**config.mk**
```make
export PLATFORM = sky130hd
export DESIGN_NAME = score_counter
export DESIGN_NICKNAME = d
export VERILOG_FILES = /design/src/rtl/score_pkg.sv /design/src/rtl/score_counter_bcd_digit.sv /design/src/rtl/score_counter.sv
export SDC_FILE = /design/constraint.sdc
export NUM_CORES = 1
export LEC_CHECK = 0
export ABC_AREA = 1
export CORE_MARGIN = 2
export CORE_UTILIZATION = 50
export CTS_CLUSTER_DIAMETER = 30
export DETAILED_ROUTE_END_ITERATION = 16
export GPL_ROUTABILITY_DRIVEN = 0
export HOLD_SLACK_MARGIN = 0.1
export PLACE_DENSITY = 0.74
export SYNTH_ARGS = -nofsm -noshare
export SYNTH_HDL_FRONTEND = slang
export SYNTH_HIERARCHICAL = 1
export SYNTH_SLANG_ARGS = --single-unit
```
**constraint.sdc**
```tcl
create_clock -name clk -period 6.3 [get_ports clk]
set_input_delay 1.26 -clock clk [delete_from_list [all_inputs] [get_ports clk]]
set_output_delay 1.26 -clock clk [all_outputs]
set_load 0.1 [all_outputs]
```
**src/rtl/score_pkg.sv**
```systemverilog
// rtl/score_pkg.sv - shared types and constants for the score counter
// Purpose : state encoding, digit count and BCD limits used by score_counter
//           and bcd_digit, plus an MSD-first BCD magnitude compare.
// Ports   : none (package).
package score_pkg;

    typedef enum logic [1:0] {
        ST_IDLE = 2'd0,
        ST_RUN  = 2'd1,
        ST_OVER = 2'd2
    } state_t;

    localparam int         NUM_DIGITS = 6;
    localparam logic [3:0] BCD_MAX    = 4'd9;

    // True when BCD value a is strictly greater than b; the first differing
    // digit from the most-significant end decides.
    function automatic logic bcd_greater(input logic [4*NUM_DIGITS-1:0] a,
                                         input logic [4*NUM_DIGITS-1:0] b);
        logic gt;
        logic decided;
        gt      = 1'b0;
        decided = 1'b0;
        for (int i = NUM_DIGITS - 1; i >= 0; i--) begin
            if (!decided && (a[4*i +: 4] != b[4*i +: 4])) begin
                gt      = (a[4*i +: 4] > b[4*i +: 4]);
                decided = 1'b1;
            end
        end
        return gt;
    endfunction

endpackage

```
**src/rtl/score_counter_bcd_digit.sv**
```systemverilog
// rtl/score_counter_bcd_digit.sv - one BCD digit of the score carry chain
// Purpose : single decimal digit register with clear, increment and hold.
// Ports   : clk    - system clock
//           resetn - asynchronous active-low reset
//           clr    - synchronous clear to 0 (highest priority)
//           inc    - increment request (carry-in from the lower digit)
//           hold   - freeze the digit even when inc is set
//           q      - registered BCD value 0..9
//           carry  - carry-out, inc while q is 9
module bcd_digit
    import score_pkg::*;
(
    input  logic       clk,
    input  logic       resetn,
    input  logic       clr,
    input  logic       inc,
    input  logic       hold,
    output logic [3:0] q,
    output logic       carry
);

    assign carry = inc & (q == BCD_MAX);

    // q is written only on clear or an effective increment, so it keeps its
    // value in every other cycle without a self-assignment.
    always_ff @(posedge clk or negedge resetn) begin
        if (!resetn) begin
            q <= 4'd0;
        end else if (clr) begin
            q <= 4'd0;
        end else if (inc && !hold) begin
            q <= (q == BCD_MAX) ? 4'd0 : q + 4'd1;
        end
    end

endmodule

```
**src/rtl/score_counter.sv**
```systemverilog
// rtl/score_counter.sv - six-digit BCD game score counter
// Purpose : counts score points at a fixed tick rate while a round runs,
//           freezes on game over, saturates at 999999. Optional session
//           high score is built when SCORE_HISCORE_EN is defined.
// Ports   : clk, resetn (async active-low)
//           start, game_over          - round control pulses
//           digit0..digit5            - BCD score, digit0 least significant
//           running                   - high in RUN
//           milestone                 - one-cycle pulse at nonzero multiples of 100
//           saturated                 - high while score is 999999
//           hi_digit0..hi_digit5      - BCD high score (0 without SCORE_HISCORE_EN)
//           new_high                  - last round beat the high score
module score_counter #(
    parameter int TICK_DIV = 5000000
) (
    input  logic       clk,
    input  logic       resetn,
    input  logic       start,
    input  logic       game_over,
    output logic [3:0] digit0,
    output logic [3:0] digit1,
    output logic [3:0] digit2,
    output logic [3:0] digit3,
    output logic [3:0] digit4,
    output logic [3:0] digit5,
    output logic       running,
    output logic       milestone,
    output logic       saturated,
    output logic [3:0] hi_digit0,
    output logic [3:0] hi_digit1,
    output logic [3:0] hi_digit2,
    output logic [3:0] hi_digit3,
    output logic [3:0] hi_digit4,
    output logic [3:0] hi_digit5,
    output logic       new_high
);
    import score_pkg::*;

    localparam int PW = $clog2(TICK_DIV);

    state_t              state;
    logic [PW-1:0]       presc;
    logic [3:0]          d [NUM_DIGITS];
    logic [NUM_DIGITS-1:0] c;
    logic                unused_carry;
    logic [4*NUM_DIGITS-1:0] score;
    logic                wrap;
    logic                inc0;
    logic                hold;
    logic                clr;

    assign score = {d[5], d[4], d[3], d[2], d[1], d[0]};
    assign saturated = (score == 24'h999999);

    assign wrap = (state == ST_RUN) && (presc == PW'(TICK_DIV - 1));
    // Saturation gates the chain at its root, so the score can never roll over.
    assign inc0 = wrap & ~saturated;
    // game_over beats a coincident wrap by freezing every digit.
    assign hold = (state != ST_RUN) | game_over;
    // From IDLE the score is already 0; only a restart from OVER clears it.
    assign clr  = (state == ST_OVER) & start;
    assign c[0] = inc0;

    bcd_digit u_d0 (.clk(clk), .resetn(resetn), .clr(clr), .inc(c[0]), .hold(hold), .q(d[0]), .carry(c[1]));
    bcd_digit u_d1 (.clk(clk), .resetn(resetn), .clr(clr), .inc(c[1]), .hold(hold), .q(d[1]), .carry(c[2]));
    bcd_digit u_d2 (.clk(clk), .resetn(resetn), .clr(clr), .inc(c[2]), .hold(hold), .q(d[2]), .carry(c[3]));
    bcd_digit u_d3 (.clk(clk), .resetn(resetn), .clr(clr), .inc(c[3]), .hold(hold), .q(d[3]), .carry(c[4]));
    bcd_digit u_d4 (.clk(clk), .resetn(resetn), .clr(clr), .inc(c[4]), .hold(hold), .q(d[4]), .carry(c[5]));
    bcd_digit u_d5 (.clk(clk), .resetn(resetn), .clr(clr), .inc(c[5]), .hold(hold), .q(d[5]), .carry(unused_carry));

    assign digit0 = d[0];
    assign digit1 = d[1];
    assign digit2 = d[2];
    assign digit3 = d[3];
    assign digit4 = d[4];
    assign digit5 = d[5];

`ifdef SCORE_HISCORE_EN
    logic [4*NUM_DIGITS-1:0] hi_score;

    assign hi_digit0 = hi_score[3:0];
    assign hi_digit1 = hi_score[7:4];
    assign hi_digit2 = hi_score[11:8];
    assign hi_digit3 = hi_score[15:12];
    assign hi_digit4 = hi_score[19:16];
    assign hi_digit5 = hi_score[23:20];
`else
    assign hi_digit0 = 4'd0;
    assign hi_digit1 = 4'd0;
    assign hi_digit2 = 4'd0;
    assign hi_digit3 = 4'd0;
    assign hi_digit4 = 4'd0;
    assign hi_digit5 = 4'd0;
    assign new_high  = 1'b0;
`endif

    always_ff @(posedge clk or negedge resetn) begin
        if (!resetn) begin
            state     <= ST_IDLE;
            running   <= 1'b0;
            presc     <= '0;
            milestone <= 1'b0;
`ifdef SCORE_HISCORE_EN
            hi_score  <= '0;
            new_high  <= 1'b0;
`endif
        end else begin
            milestone <= 1'b0;
            case (state)
                ST_IDLE: begin
                    if (start) begin
                        state   <= ST_RUN;
                        running <= 1'b1;
                        presc   <= '0;
                    end
                end
                ST_RUN: begin
                    if (game_over) begin
                        state   <= ST_OVER;
                        running <= 1'b0;
                        presc   <= '0;
`ifdef SCORE_HISCORE_EN
                        if (bcd_greater(score, hi_score)) begin
                            hi_score <= score;
                            new_high <= 1'b1;
                        end
`endif
                    end else begin
                        presc <= wrap ? '0 : presc + PW'(1);
                        // An increment from x99 lands on a multiple of 100.
                        milestone <= inc0 && (d[0] == BCD_MAX) && (d[1] == BCD_MAX);
                    end
                end
                ST_OVER: begin
                    if (start) begin
                        state   <= ST_RUN;
                        running <= 1'b1;
                        presc   <= '0;
`ifdef SCORE_HISCORE_EN
                        new_high <= 1'b0;
`endif
                    end
                end
                default: begin
                    state   <= ST_IDLE;
                    running <= 1'b0;
                    presc   <= '0;
                end
            endcase
        end
    end

endmodule

```
# [Word level (Yosys, flattened, before mapping)]
# Index checks and enable logic that the tools add are counted.
[totals] latchBits=0 romBits=0 elab_cells=88 in_bits=4 output_inout_bits=52 regBits=51 mem_count=0 ram_bits=0
[classes] eq_ne=13 shift=0 n_mul=0 n_div=0 n_addsub=7 n_bitwise=9 magnitude_cmp=0 n_mux=30 reduce_logical=19
[ops] operator="two-way mux 4 bit" n=18
[ops] operator="two-way mux 23 bit" n=3
[ops] operator="case mux 23 bit (2 select lines)" n=1
[ops] operator="adder 4 x 1 -> 4 bit (second input constant)" n=6
[ops] operator="== test 24 bit (second input constant)" n=1
[ops] operator="== test 4 bit (second input constant)" n=6
[ops] operator="adder 23 x 1 -> 23 bit (second input constant)" n=1
[ops] operator="== test 23 bit (second input constant)" n=1
[ops] operator="nonzero test 2 bit" n=6
[ops] operator="logical AND 1 bit" n=9
[ops] operator="bitwise AND 1 bit" n=7
[ops] operator="two-way mux 1 bit" n=4
[ops] operator="two-way mux 2 bit" n=2
[ops] operator="!= test 2 x 1 -> 1 bit (second input constant)" n=2
[ops] operator="case mux 2 bit (2 select lines)" n=1
[ops] operator="== test 2 x 1 -> 1 bit (second input constant)" n=1
[ops] operator="== test 2 bit (second input constant)" n=1
[ops] operator="logical NOT 2 bit" n=1
[ops] operator="!= test 2 bit (second input constant)" n=1
[ops] operator="case mux 1 bit (2 select lines)" n=1
[ops] operator="AND reduction 2 bit" n=1
[ops] operator="OR reduction 2 bit" n=1
[ops] operator="logical NOT 1 bit" n=1
[ops] operator="inverter 1 bit" n=1
[ops] operator="OR 1 bit" n=1

# [Longest topological paths before layout]
[logic_depth] depth_word=11 mapped_depth=22 depth_no_buf=22

# [By module]
# Netlist, hierarchy kept.
[modules_own_cells] module="score_counter" seq_area_each_um2=675.6 instances=1 area_per_inst_um2=2135.8 cells_each=311
[modules_own_cells] module="bcd_digit" seq_area_each_um2=100.1 instances=6 area_per_inst_um2=285.3 cells_each=37

# [Worst setup path before layout]
# OpenSTA, ideal clock, no wires.
[synth_path] path_kind="register to output" from="reg u_d1.q[0]" to="out saturated" t_required_ps=5040 setup_slack_ps=3023 path_stages_with_launch=5 arrival_time_ps=2017 n_path_buf=0 path_cell_list="dfrtp_1 > nand3_1 > nor2_1 > nand3_1 > inv_1"
[synth_via] elab_chain_cells=1
[synth_lines] element="start: declaration" line="score_counter_bcd_digit.sv:18" text="output logic [3:0] q,"
[synth_lines] element="start signal: assignment" line="score_counter_bcd_digit.sv:32" text="q <= (q == BCD_MAX) ? 4'd0 : q + 4'd1;"
[synth_lines] element="== test 24 bit" line="score_counter.sv:53" text="assign saturated = (score == 24'h999999);"
[synth_lines] element="end: declaration" line="score_counter.sv:28" text="output logic saturated,"
# No other way between the ends.

# [Worst setup path in the final report]
[layout_path] from="reg u_d0.q[2]" to="out saturated"
[layout_via] elab_chain_cells=1
[layout_lines] element="start: declaration" line="score_counter_bcd_digit.sv:18"
[layout_lines] element="start signal: assignment" line="score_counter_bcd_digit.sv:32"
[layout_lines] element="== test 24 bit" line="score_counter.sv:53"
# No other way between the ends.

==> impl_results.md <==
* Worst Max-Slew Pin Slew at 1.02 ns
* Layout Nets at 584
* CTS Buf Count at 5
* DRT Wirelength at 7.99 mm
* Largest net degree at the start of global routing at 52
* Routed vias/inst at 4.95
* Io pins at 56
* Row count at 31
* F_max at 0.265 GHz
* Fin crit share at 59.9%
* Via count at 3,300
* Commonest non-fill, non-tap cell in the layout: nand2_1
* Sequential share of power at 48.1%
* Peak VDD IR at 0.109 mV
* Initial antenna violation count at 0
* Final min period at 3.77 ns
* Combinational fraction of design power at 22.9%
* Status: completed
* Root Driver: clkbuf_8
* Crit Reg-Reg Startpoint: presc[0]
* Clk_skew at 0.00652 ns
* Sw Pwr at 0.276 mW
* Warnings, synthesis at 6
* Critical Path End Type: output pin
* Post-CTS Setup Bufs at 0
* WP data required at 5.04 ns
* First-pass GRT wire length at 13.6 mm
* R2r setup slk at 3.39 ns
* Routed Antenna Nets at 0
* Hold Path Class: reg2reg
* WS Path Type: reg2out
* Core Region at 0.00733 mm2
* First DRT Iteration DRCs at 153
* Die area at 0.00840 mm2
* Mapped Cells at 532
* Total gr overflow at 0
* Worst reg2reg path depth at 20
* # H-tree levels at 2
* Final hold viol count at 0
* Port Buffers at 30
* Clk_lat worst skew at 0.32 ns
* Clock power share at 29.0%
* Cell Area, Synth at 0.00384 mm2
* Max-cap violations at 0
* PostCTS Resize Cnt at 0
* # diodes at 0
* Relative slew slack at 31.6%
* RSZ-0062 raised after global routing: false
* Internal power at 0.438 mW
* Detail Placement HPWL at 6.08 mm
* Commonest cells after routing, fill and taps aside: 131 x nand2_1, 71 x inv_1, 60 x nor2_1, 51 x dfrtp_1, 41 x nand3_1
* Pwr dens at 168 mW/mm2
* Die Ht at 91.7 um
* Post-CTS Hold Buffers at 0
* Final core utilization at 58.1%
* Drt pass-1 iters at 4
* Setup TNS at 0 ns
* GRT Resource Usage Total at 20.0%
* Total Power at 0.714 mW
* DRC Markers at 0
* Final Max Tran Viols at 0
* RR Endpoint: u_d5/q[1]
* # setup viols final at 0
* Clock buffer depth at 2
* Vias in the first global route at 2,914
* Wirelength per Cell at 12.0 um
* Hold endpoint: running
* Share of cells above drive strength 1 at 17.4%
* HP Start: running
* Crit path DAT at 2.51 ns
* Sink Count at 51
* WHS at 0.536 ns
* Synth Area per Inst at 7.22 um2
* Placed insts at 659
* TritonCTS clock tree: built
* Area growth from synthesis to layout at 10.8%
* Leakage at 1.98 nW
* Register clock-pin slew on the reported worst setup and hold paths at 0.11 ns
* Final Non-Filler Cells at 667
* Crit Path Max Fanout at 8
* Die X at 91.7 um
* Starting Density at 52.4%
* Worst hold path depth at 2
* Startpoint class of the critical path: register
* Switching Fraction at 38.6%
==> critical path, stage by stage (launching register included) <==
cell and delay [ns]:
dfrtp_1 0.48, nor2_1 0.13, nand3_1 0.07, nor2_1 0.18, nand3_1 0.13, inv_1 0.07, clkdlybuf4s50_1 1.12
==> metrics by stage <==
step	setup slack, ns	cell area, um2
after floorplan	3.02	3930
after global placement	2.92	4160
after detailed placement	2.87	4160
after CTS	2.50	4260
after global routing	2.37	4260
final	2.53	4260
==> sequential cells by signal, summed over array words and instances, names as in the netlist, 2 cells and up <==
name / count
u_d0/q: 4
state: 2
u_d4/q: 4
u_d3/q: 4
presc: 23
u_d2/q: 4
u_d1/q: 4
u_d5/q: 4
==> final cells by class <==
class / instances / area (um2)
Fill cell: 666 / 3070
Multi-Input combinational cell: 388 / 2110
Sequential cell: 51 / 1280
Inverter: 89 / 339
Timing Repair Buffer: 32 / 310
Tap cell: 99 / 124
Clock buffer: 5 / 68.8
Clock inverter: 3 / 26.3
==> metal layers <==
layer	GRT usage, %	vias up	share of wire (%)
met5	0	-	0
met1	27.1	1510	47
met2	32.7	86	46
li1	-	1691	-
met4	6.57	0	1.9
met3	3.20	13	4.5
==> power groups by stage <==
stage | logic, mW | clock network [mW] | registers, mW
3_5_place_dp | 0.164 | 0 | 0.350
4_1_cts | 0.165 | 0.213 | 0.343
3_3_place_gp | 0.163 | 0 | 0.349
2_1_floorplan | 0.130 | 0 | 0.365
5_1_grt | 0.175 | 0.227 | 0.345
6_report | 0.164 | 0.207 | 0.343
==> how the worst max path moves through the flow <==
stage / cells after the start / endpoint / from
floorplan: 4 / saturated / u_d1/q[0]
global placement: 6 / saturated / u_d0/q[2]
detailed placement: 6 / saturated / u_d0/q[2]
CTS: 6 / saturated / u_d0/q[2]
global route: 6 / saturated / u_d0/q[2]
finish: 6 / saturated / u_d0/q[2]
Power figures use the tool's default switching activity.
